`config.mk`:
```
export PLATFORM = sky130hd
export DESIGN_NAME = and_test_sequencer_flat
export DESIGN_NICKNAME = d
export VERILOG_FILES = /design/src/rtl/and_seq_pkg.sv /design/src/rtl/and_test_sequencer_if.sv /design/src/rtl/and_ref_model.sv /design/src/rtl/and_test_sequencer.sv /design/src/flat_wrapper.sv
export SDC_FILE = /design/constraint.sdc
export NUM_CORES = 1
export LEC_CHECK = 0
export CELL_PAD_IN_SITES_DETAIL_PLACEMENT = 0
export CELL_PAD_IN_SITES_GLOBAL_PLACEMENT = 2
export CORE_ASPECT_RATIO = 0.7
export CORE_UTILIZATION = 30
export CTS_CLUSTER_SIZE = 12
export DETAILED_ROUTE_END_ITERATION = 10
export PLACE_DENSITY = 0.86
export SYNTH_ARGS = -nofsm -noshare
export SYNTH_HDL_FRONTEND = slang
export SYNTH_SLANG_ARGS = --single-unit
```
`constraint.sdc`:
```
create_clock -name clk -period 2.6 [get_ports clk]
set_clock_uncertainty 0.1 [all_clocks]
set_input_delay 0.52 -clock clk [delete_from_list [all_inputs] [get_ports clk]]
set_output_delay 0.52 -clock clk [all_outputs]
set_load 0.03 [all_outputs]
```
`src/rtl/and_seq_pkg.sv`:
```
// Shared definitions for the gate test sequencers.
//   state_t   : sequencer FSM encoding
//   CNT_W_DEF : default width of the loop and error counters
//   VEC_W     : width of the stimulus vector {a,b}
package and_seq_pkg;

    localparam int CNT_W_DEF = 8;
    localparam int VEC_W     = 2;

    typedef enum logic [2:0] {
        S_IDLE   = 3'd0,
        S_APPLY  = 3'd1,
        S_SETTLE = 3'd2,
        S_CHECK  = 3'd3,
        S_DONE   = 3'd4
    } state_t;

endpackage

```
`src/rtl/and_test_sequencer_if.sv`:
```
// Control/status and DUT-stimulus bundle of the gate test sequencer.
//   master : test controller side (drives start/abort/loops, returns dut_out)
//   slave  : sequencer side (drives stimulus and status)
interface and_test_sequencer_if
    import and_seq_pkg::*;
#(
    parameter int CNT_W = CNT_W_DEF
) ();
    logic             start;
    logic             abort;
    logic [CNT_W-1:0] loops;
    logic             dut_a;
    logic             dut_b;
    logic             dut_out;
    logic             busy;
    logic             done;
    logic             pass;
    logic [CNT_W-1:0] err_count;
    logic             fail_valid;
    logic [VEC_W-1:0] fail_vec;

    modport master (
        output start, abort, loops, dut_out,
        input  dut_a, dut_b, busy, done, pass, err_count, fail_valid, fail_vec
    );

    modport slave (
        input  start, abort, loops, dut_out,
        output dut_a, dut_b, busy, done, pass, err_count, fail_valid, fail_vec
    );
endinterface

```
`src/rtl/and_ref_model.sv`:
```
// Expected-value model for a 2-input AND under test.
//   a, b : applied stimulus
//   y    : expected DUT output
module and_ref_model (
    input  logic a,
    input  logic b,
    output logic y
);
    assign y = a & b;
endmodule

```
`src/rtl/and_test_sequencer.sv`:
```
// Exhaustive sweep tester for a 2-input gate: applies all four {a,b}
// vectors per loop, waits SETTLE_CYCLES, compares against the reference
// model and accumulates a saturating error count plus the first failing vector.
//   clk, rst : clock, synchronous active-high reset
//   bus      : control, status and DUT stimulus (slave side)
module and_test_sequencer
    import and_seq_pkg::*;
#(
    parameter int SETTLE_CYCLES = 1,
    parameter int CNT_W         = CNT_W_DEF
) (
    input  logic                 clk,
    input  logic                 rst,
    and_test_sequencer_if.slave  bus
);
    localparam int SET_W = (SETTLE_CYCLES > 1) ? $clog2(SETTLE_CYCLES) : 1;

    state_t           state_q, state_d;
    logic [VEC_W-1:0] vec_q, vec_d;
    logic [VEC_W-1:0] dut_q, dut_d;
    logic [CNT_W-1:0] sweep_q, sweep_d;   // sweeps remaining, including the current one
    logic [SET_W-1:0] settle_q, settle_d;
    logic [CNT_W-1:0] err_q, err_d;
    logic             fail_valid_q, fail_valid_d;
    logic [VEC_W-1:0] fail_vec_q, fail_vec_d;
    logic             pass_q, pass_d;
    logic             done_q, done_d;
    logic             expected;
    logic             running;

    and_ref_model u_ref (
        .a (vec_q[1]),
        .b (vec_q[0]),
        .y (expected)
    );

    assign running = (state_q == S_APPLY) || (state_q == S_SETTLE) || (state_q == S_CHECK);

    always_comb begin
        state_d      = state_q;
        vec_d        = vec_q;
        dut_d        = dut_q;
        sweep_d      = sweep_q;
        settle_d     = settle_q;
        err_d        = err_q;
        fail_valid_d = fail_valid_q;
        fail_vec_d   = fail_vec_q;
        pass_d       = pass_q;
        done_d       = 1'b0;

        if (bus.abort && running) begin
            // Aborted runs keep their error evidence but never report a pass.
            state_d = S_IDLE;
            pass_d  = 1'b0;
        end else begin
            case (state_q)
                S_IDLE: begin
                    if (bus.start && !bus.abort) begin
                        vec_d        = '0;
                        sweep_d      = bus.loops;
                        err_d        = '0;
                        fail_valid_d = 1'b0;
                        fail_vec_d   = '0;
                        pass_d       = 1'b0;
                        state_d      = (bus.loops == '0) ? S_DONE : S_APPLY;
                    end
                end
                S_APPLY: begin
                    dut_d    = vec_q;
                    settle_d = '0;
                    state_d  = S_SETTLE;
                end
                S_SETTLE: begin
                    if (settle_q == SET_W'(SETTLE_CYCLES - 1)) begin
                        state_d = S_CHECK;
                    end else begin
                        settle_d = settle_q + SET_W'(1);
                    end
                end
                S_CHECK: begin
                    if (bus.dut_out != expected) begin
                        if (err_q != '1) begin
                            err_d = err_q + CNT_W'(1);
                        end
                        if (!fail_valid_q) begin
                            fail_valid_d = 1'b1;
                            fail_vec_d   = vec_q;
                        end
                    end
                    vec_d   = vec_q + VEC_W'(1);
                    state_d = S_APPLY;
                    if (vec_q == '1) begin
                        if (sweep_q == CNT_W'(1)) begin
                            state_d = S_DONE;
                        end else begin
                            sweep_d = sweep_q - CNT_W'(1);
                        end
                    end
                end
                S_DONE: begin
                    done_d  = 1'b1;
                    pass_d  = (err_q == '0);
                    state_d = S_IDLE;
                end
                default: state_d = S_IDLE;
            endcase
        end

        // Stimulus is parked at 0 whenever the sequencer is idle.
        if (state_d == S_IDLE) begin
            dut_d = '0;
        end
    end

    always_ff @(posedge clk) begin
        if (rst) begin
            state_q      <= S_IDLE;
            vec_q        <= '0;
            dut_q        <= '0;
            sweep_q      <= '0;
            settle_q     <= '0;
            err_q        <= '0;
            fail_valid_q <= 1'b0;
            fail_vec_q   <= '0;
            pass_q       <= 1'b0;
            done_q       <= 1'b0;
        end else begin
            state_q      <= state_d;
            vec_q        <= vec_d;
            dut_q        <= dut_d;
            sweep_q      <= sweep_d;
            settle_q     <= settle_d;
            err_q        <= err_d;
            fail_valid_q <= fail_valid_d;
            fail_vec_q   <= fail_vec_d;
            pass_q       <= pass_d;
            done_q       <= done_d;
        end
    end

    assign bus.dut_a      = dut_q[1];
    assign bus.dut_b      = dut_q[0];
    assign bus.busy       = (state_q != S_IDLE);
    assign bus.done       = done_q;
    assign bus.pass       = pass_q;
    assign bus.err_count  = err_q;
    assign bus.fail_valid = fail_valid_q;
    assign bus.fail_vec   = fail_vec_q;
endmodule

```
`src/flat_wrapper.sv`:
```
// flat-port wrapper written by rule: the top's interface ports become plain ports
module and_test_sequencer_flat import and_seq_pkg::*;
#(
    parameter int SETTLE_CYCLES = 1,
    parameter int CNT_W         = CNT_W_DEF
)
  (clk, rst, bus_start, bus_abort, bus_loops, bus_dut_out, bus_dut_a, bus_dut_b, bus_busy, bus_done, bus_pass, bus_err_count, bus_fail_valid, bus_fail_vec);
  and_test_sequencer_if #(.CNT_W(CNT_W)) bus_i ();
  input  logic clk;
  input  logic rst;
  input wire logic [$bits(bus_i.start)-1:0] bus_start;
  input wire logic [$bits(bus_i.abort)-1:0] bus_abort;
  input wire logic [$bits(bus_i.loops)-1:0] bus_loops;
  input wire logic [$bits(bus_i.dut_out)-1:0] bus_dut_out;
  output wire logic [$bits(bus_i.dut_a)-1:0] bus_dut_a;
  output wire logic [$bits(bus_i.dut_b)-1:0] bus_dut_b;
  output wire logic [$bits(bus_i.busy)-1:0] bus_busy;
  output wire logic [$bits(bus_i.done)-1:0] bus_done;
  output wire logic [$bits(bus_i.pass)-1:0] bus_pass;
  output wire logic [$bits(bus_i.err_count)-1:0] bus_err_count;
  output wire logic [$bits(bus_i.fail_valid)-1:0] bus_fail_valid;
  output wire logic [$bits(bus_i.fail_vec)-1:0] bus_fail_vec;
  assign bus_i.start = bus_start;
  assign bus_i.abort = bus_abort;
  assign bus_i.loops = bus_loops;
  assign bus_i.dut_out = bus_dut_out;
  assign bus_dut_a = bus_i.dut_a;
  assign bus_dut_b = bus_i.dut_b;
  assign bus_busy = bus_i.busy;
  assign bus_done = bus_i.done;
  assign bus_pass = bus_i.pass;
  assign bus_err_count = bus_i.err_count;
  assign bus_fail_valid = bus_i.fail_valid;
  assign bus_fail_vec = bus_i.fail_vec;
  and_test_sequencer #(.SETTLE_CYCLES(SETTLE_CYCLES), .CNT_W(CNT_W)) u_core (.clk(clk), .rst(rst), .bus(bus_i));
endmodule
```
# Yosys cells after proc, flatten, opt, wreduce, memory -nomap -nowiden
# Index checks and enable logic that the tools add are counted.
dict set report totals {
  regBits 29
  wordCells 80
}
dict set report classes {
  n_addsub 4
  eq_ne 14
  n_mux 27
  bitwise 2
  n_reduce_logical 23
}
# cell n
set ops {}
lappend ops {{$mux W8} 6}
lappend ops {{$pmux W8 S2} 2}
lappend ops {{$mux W3} 6}
lappend ops {{$logic_not A8 Y1} 2}
lappend ops {{$reduce_and A5 Y1} 3}
lappend ops {{$pmux W3 S4} 1}
lappend ops {{$ne A2 B2 Y1 const B} 5}
lappend ops {{$add A8 B1 Y8 const B} 1}
lappend ops {{$eq A8 B1 Y1 const B} 1}
lappend ops {{$ne A8 B8 Y1 const B} 1}
lappend ops {{$pmux W2 S2} 2}
lappend ops {{$sub A8 B1 Y8 const B} 1}
lappend ops {{$eq A3 B2 Y1 const B} 2}
lappend ops {{$logic_not A3 Y1} 2}
lappend ops {{$mux W2} 3}
lappend ops {{$pmux W1 S2} 3}
lappend ops {{$reduce_and A2 Y1} 3}
lappend ops {{$reduce_bool A2 Y1} 3}
lappend ops {{$mux W1} 4}
lappend ops {{$reduce_and A4 Y1} 1}
lappend ops {{$reduce_or A2 Y1} 2}
lappend ops {{$eq A3 B1 Y1 const B} 1}
lappend ops {{$eq A3 B3 Y1 const B} 1}
lappend ops {{$reduce_and A3 Y1} 1}
lappend ops {{11 further kinds} 13}

# Longest topological paths before layout
dict set report depth {
  depth_word 7
  depth_mapped 6
}

# Modules after synthesis
# From an unflattened synthesis, not the netlist that was laid out.
dict set report hier_totals {
  hier_cells 200
  hier_area_um2 1620.3
}
# module instances cells_per_inst area_per_inst_um2 seq_area_each_um2
set modules_own_cells {}
lappend modules_own_cells {and_test_sequencer 1 199 1614.0 560.5}
lappend modules_own_cells {and_ref_model 1 1 6.3 0.0}

# Least setup slack after synthesis
# OpenSTA, ideal clock, no wires.
dict set report synth_timing {
  path_type {input -> register}
  from {input bus_start}
  to {register u_core.sweep_q[7]}
  arrival_ps 1640
  t_required_ps 2383
  path_slack_ps 743
  path_stages 4
  path_buffers 0
  cell_sequence {nor3b_4 o211ai_2 a211o_1 a32o_1}
}
dict set report synth_via {
  elab_chain_cells 3
}
# item line_no
set synth_rtl {}
lappend synth_rtl {{start, declared} flat_wrapper.sv:11} ;# input wire logic [$bits(bus_i.start)-1:0] bus_start;
lappend synth_rtl {{$logic_and A1 B1 Y1} and_test_sequencer.sv:58} ;# if (bus.start && !bus.abort) begin
lappend synth_rtl {{$ne A2 B1 Y1 (no line)} n/a}
lappend synth_rtl {{$reduce_and A5 Y1 (no line)} n/a}
lappend synth_rtl {{end signal, assigned} and_test_sequencer.sv:131} ;# sweep_q <= sweep_d;
lappend synth_rtl {{end, declared} and_test_sequencer.sv:21} ;# logic [CNT_W-1:0] sweep_q, sweep_d;
# Every way passes these cells.
# A chain may end at the register's enable or synchronous reset.

# Final worst setup path
dict set report layout_timing {
  from {register u_core.state_q[2]}
  to {output bus_busy}
}
dict set report layout_via {
  elab_chain_cells 1
}
# item line_no
set layout_rtl {}
lappend layout_rtl {{start, declared} and_test_sequencer.sv:18} ;# state_t state_q, state_d;
lappend layout_rtl {{start signal, assigned} and_test_sequencer.sv:128} ;# state_q <= state_d;
lappend layout_rtl {{$reduce_bool A3 Y1} and_test_sequencer.sv:143} ;# assign bus.busy = (state_q != S_IDLE);
lappend layout_rtl {{end, declared} flat_wrapper.sv:17} ;# output wire logic [$bits(bus_i.busy)-1:0] bus_busy;
# Every way passes these cells.

==> flow_summary.toml <==
[layout]
syn_to_final_growth_pct = 25.4
drive_gt1_share_pct = 10.3
post-route-util_pct = 40.0
seq_area_sq_um = 561
multi_input_comb_area_sq_mm = 0.00109
n_antenna_cell = 0
fin_nets = 243
fill_cells = 546

[place]
dp_hpwl_um = 3510
numPortBuffers = 28
dp_slack_ns = 0.154
gp_congestion = 0.849

[clock_tree]
cts.sinks = 28
cts_resized = 0
cts_tree = "built"
cts_setup_buffers = 0
htree_levels = 1
root_buffer = "clkbuf_8"
clk_pin_slew_ns = 0.10
numCtsBuffers = 3
clkLatencyLatePin_ns = 0.29
clk_path_buf_depth = 2
hold_buffers = 0

[min_path]
hp-start = "u_core.bus.pass"
min-delay-path-class = "reg -> reg"
hold_depth = 2

[global_routing]
grt_overflow_total = 0
grt_pass1_vias = 1446
grt_usage_pct = 16.7
grt_pass1_wl_um = 7780
grt_max_degree = 17
antenna_found_initial = 0

[setup_path]
cp_max_fo = 11
r2r_slack_ns = 0.48
critPathKind = "reg -> out"
endpoint = "bus_busy"
cp-startpoint = "u_core.state_q[2]"
start_kind = "flop"
rr_worst_depth = 5
worstPathArrival_ns = 1.71
reg2reg_to = "u_core.bus.err_count[7]"
r2r_start = "u_core.vec_q[0]"
cp-end-kind = "primary output"
crit_required_ns = 1.98

[yosys]
synth_edf_count = 0
postSynthAreaPerCell_sq_um = 8.77
yosysMostFrequentCell = "dfxtp_1"
synthTopCellsByArea = "dfxtp_1 (33%), a21oi_1 (5.3%), mux2i_1 (4.1%), nand2_1 (4.0%), ha_1 (3.7%)"
synth_nets = 213
async_reset_ff_share_pct = 0
synth_area_sq_mm = 0.00171
synth-seq-area-share_pct = 32.8
netlist.area_leader.share_pct = 32.8
synthCells = 195
yosysUniqueCellTypes = 59
synthFlopType = "dfxtp_1"
synthTopCellsByCount = "dfxtp_1 (28), a21oi_1 (18), nand2_1 (18)"
synth_seq_cells = 28
yosys.area.top_type = "dfxtp_1"
synth_warnings = 0

[sta]
rsz0062_at_grt = "false"
fmax_ghz = 0.429
setup_viol = 0
slew_viol_final = 0
worst_slew_pin_slew_ns = 0.662
finalHoldViolCount = 0
fin_tns_setup_ns = 0
layout_setup_ws_ns = 0.268
fin_crit_sh_pct = 89.7
relSlewSlack_pct = 55.5
min_period_ns = 2.33

[run_status]
outcome = "finished clean"

[detailed_routing]
route.detailed.drc = 0
wirelength_um = 4640
routedWlPerCell_um = 15.7
antenna_left = 0
drt_iter0_drc = 137
first_pass_iters = 4
vias_per_cell = 5.36
vias = 1588

[floorplan]
core_sq_mm = 0.00537
initial_core_util_pct = 31.9
dieArea_sq_mm = 0.00601
rows = 22
io_pins = 29
die_h_um = 65.2
die_x_um = 92.3

[power_and_ir_drop]
powerDensity_mw_per_mm2 = 491
peakVddDrop_mv = 0.236
p_leak_nw = 0.729

[run]
drv_cap = 0
-- area by class of cell --
| class | instances | area share [%] |
|---|---|---|
| repair buffers | 32 | 14.5 |
| well taps | 72 | 4.20 |
| flip-flops and latches | 28 | 26.1 |
| inverters | 7 | 1.23 |
| multi-input cells | 153 | 50.6 |
| clock inverters | 1 | 1.40 |
| clock buffers | 3 | 1.93 |
-- logic make-up after synthesis --
| kind of cell | count (synthesis) | synth area share (%) |
|---|---|---|
| simple gates | 76 | 26.8 |
| compound gates | 62 | 27.0 |
| flops | 28 | 32.8 |
| buf+inv | 14 | 3.73 |
| mux | 7 | 4.10 |
| fa+ha+maj | 5 | 3.66 |
| xor+xnor | 3 | 1.98 |
-- worst max-delay path, cell delays in order (launching register included) --
cell and delay [ns]:
dfxtp_1 0.44, or3_1 0.40, clkdlybuf4s50_1 0.59
-- cell usage in the layout, fill, tap and decap left out, types with 5 or more instances in the layout --
cell type	instances
clkdlybuf4s50_1	28
dfxtp_1	28
a21oi_1	18
nand2b_1	6
inv_1	7
ha_1	5
mux2i_1	7
nor2_1	12
or4_1	5
nand2_1	18
o21ai_0	11
-- through the flow --
| step | cells | total power [mW] | instance area (sq um) | hold slack [ns] |
|---|---|---|---|---|
| 5_1_grt | 296 | 1.10 | 2140 | 0.421 |
| 4_1_cts | 296 | 1.06 | 2140 | 0.383 |
| 6_report | 296 | 1.05 | 2140 | 0.379 |
| 3_3_place_gp | 292 | 0.704 | 2070 | 0.374 |
| 2_1_floorplan | 195 | 0.627 | 1710 | 0.361 |
| 3_5_place_dp | 292 | 0.702 | 2070 | 0.369 |
-- worst min-delay path by stage --
stage / end / slack, ns
3_5_place_dp: u_core.bus.pass / 0.37
4_1_cts: u_core.bus.pass / 0.38
3_3_place_gp: u_core.bus.pass / 0.37
5_1_grt: u_core.bus.fail_vec[1] / 0.42
6_report: u_core.bus.pass / 0.38
2_1_floorplan: u_core.sweep_q[2] / 0.36
-- layer usage --
layer	part of all wire (%)	global-route usage (%)
met4	0.75	3.52
met1	57	27.0
met2	38	22.1
met5	0	0
met3	4.6	2.89
-- flip-flops by register name (all words and copies together) (netlist names) --
| signal | count |
|---|---|
| u_core.dut_q | 2 |
| u_core.sweep_q | 8 |
| u_core.vec_q | 2 |
| u_core.bus.pass | 1 |
| u_core.bus.fail_valid | 1 |
| u_core.bus.err_count | 8 |
| u_core.state_q | 3 |
| u_core.bus.fail_vec | 2 |
| u_core.bus.done | 1 |
-- power breakdown --
group / internal, mW / switching [mW] / leakage, nW
clock: 0.207 / 0.151 / 0.0357
combinational: 0.0935 / 0.128 / 0.467
sequential: 0.445 / 0.0273 / 0.227
total: 0.745 / 0.307 / 0.729
Power figures use the tool's default switching activity.
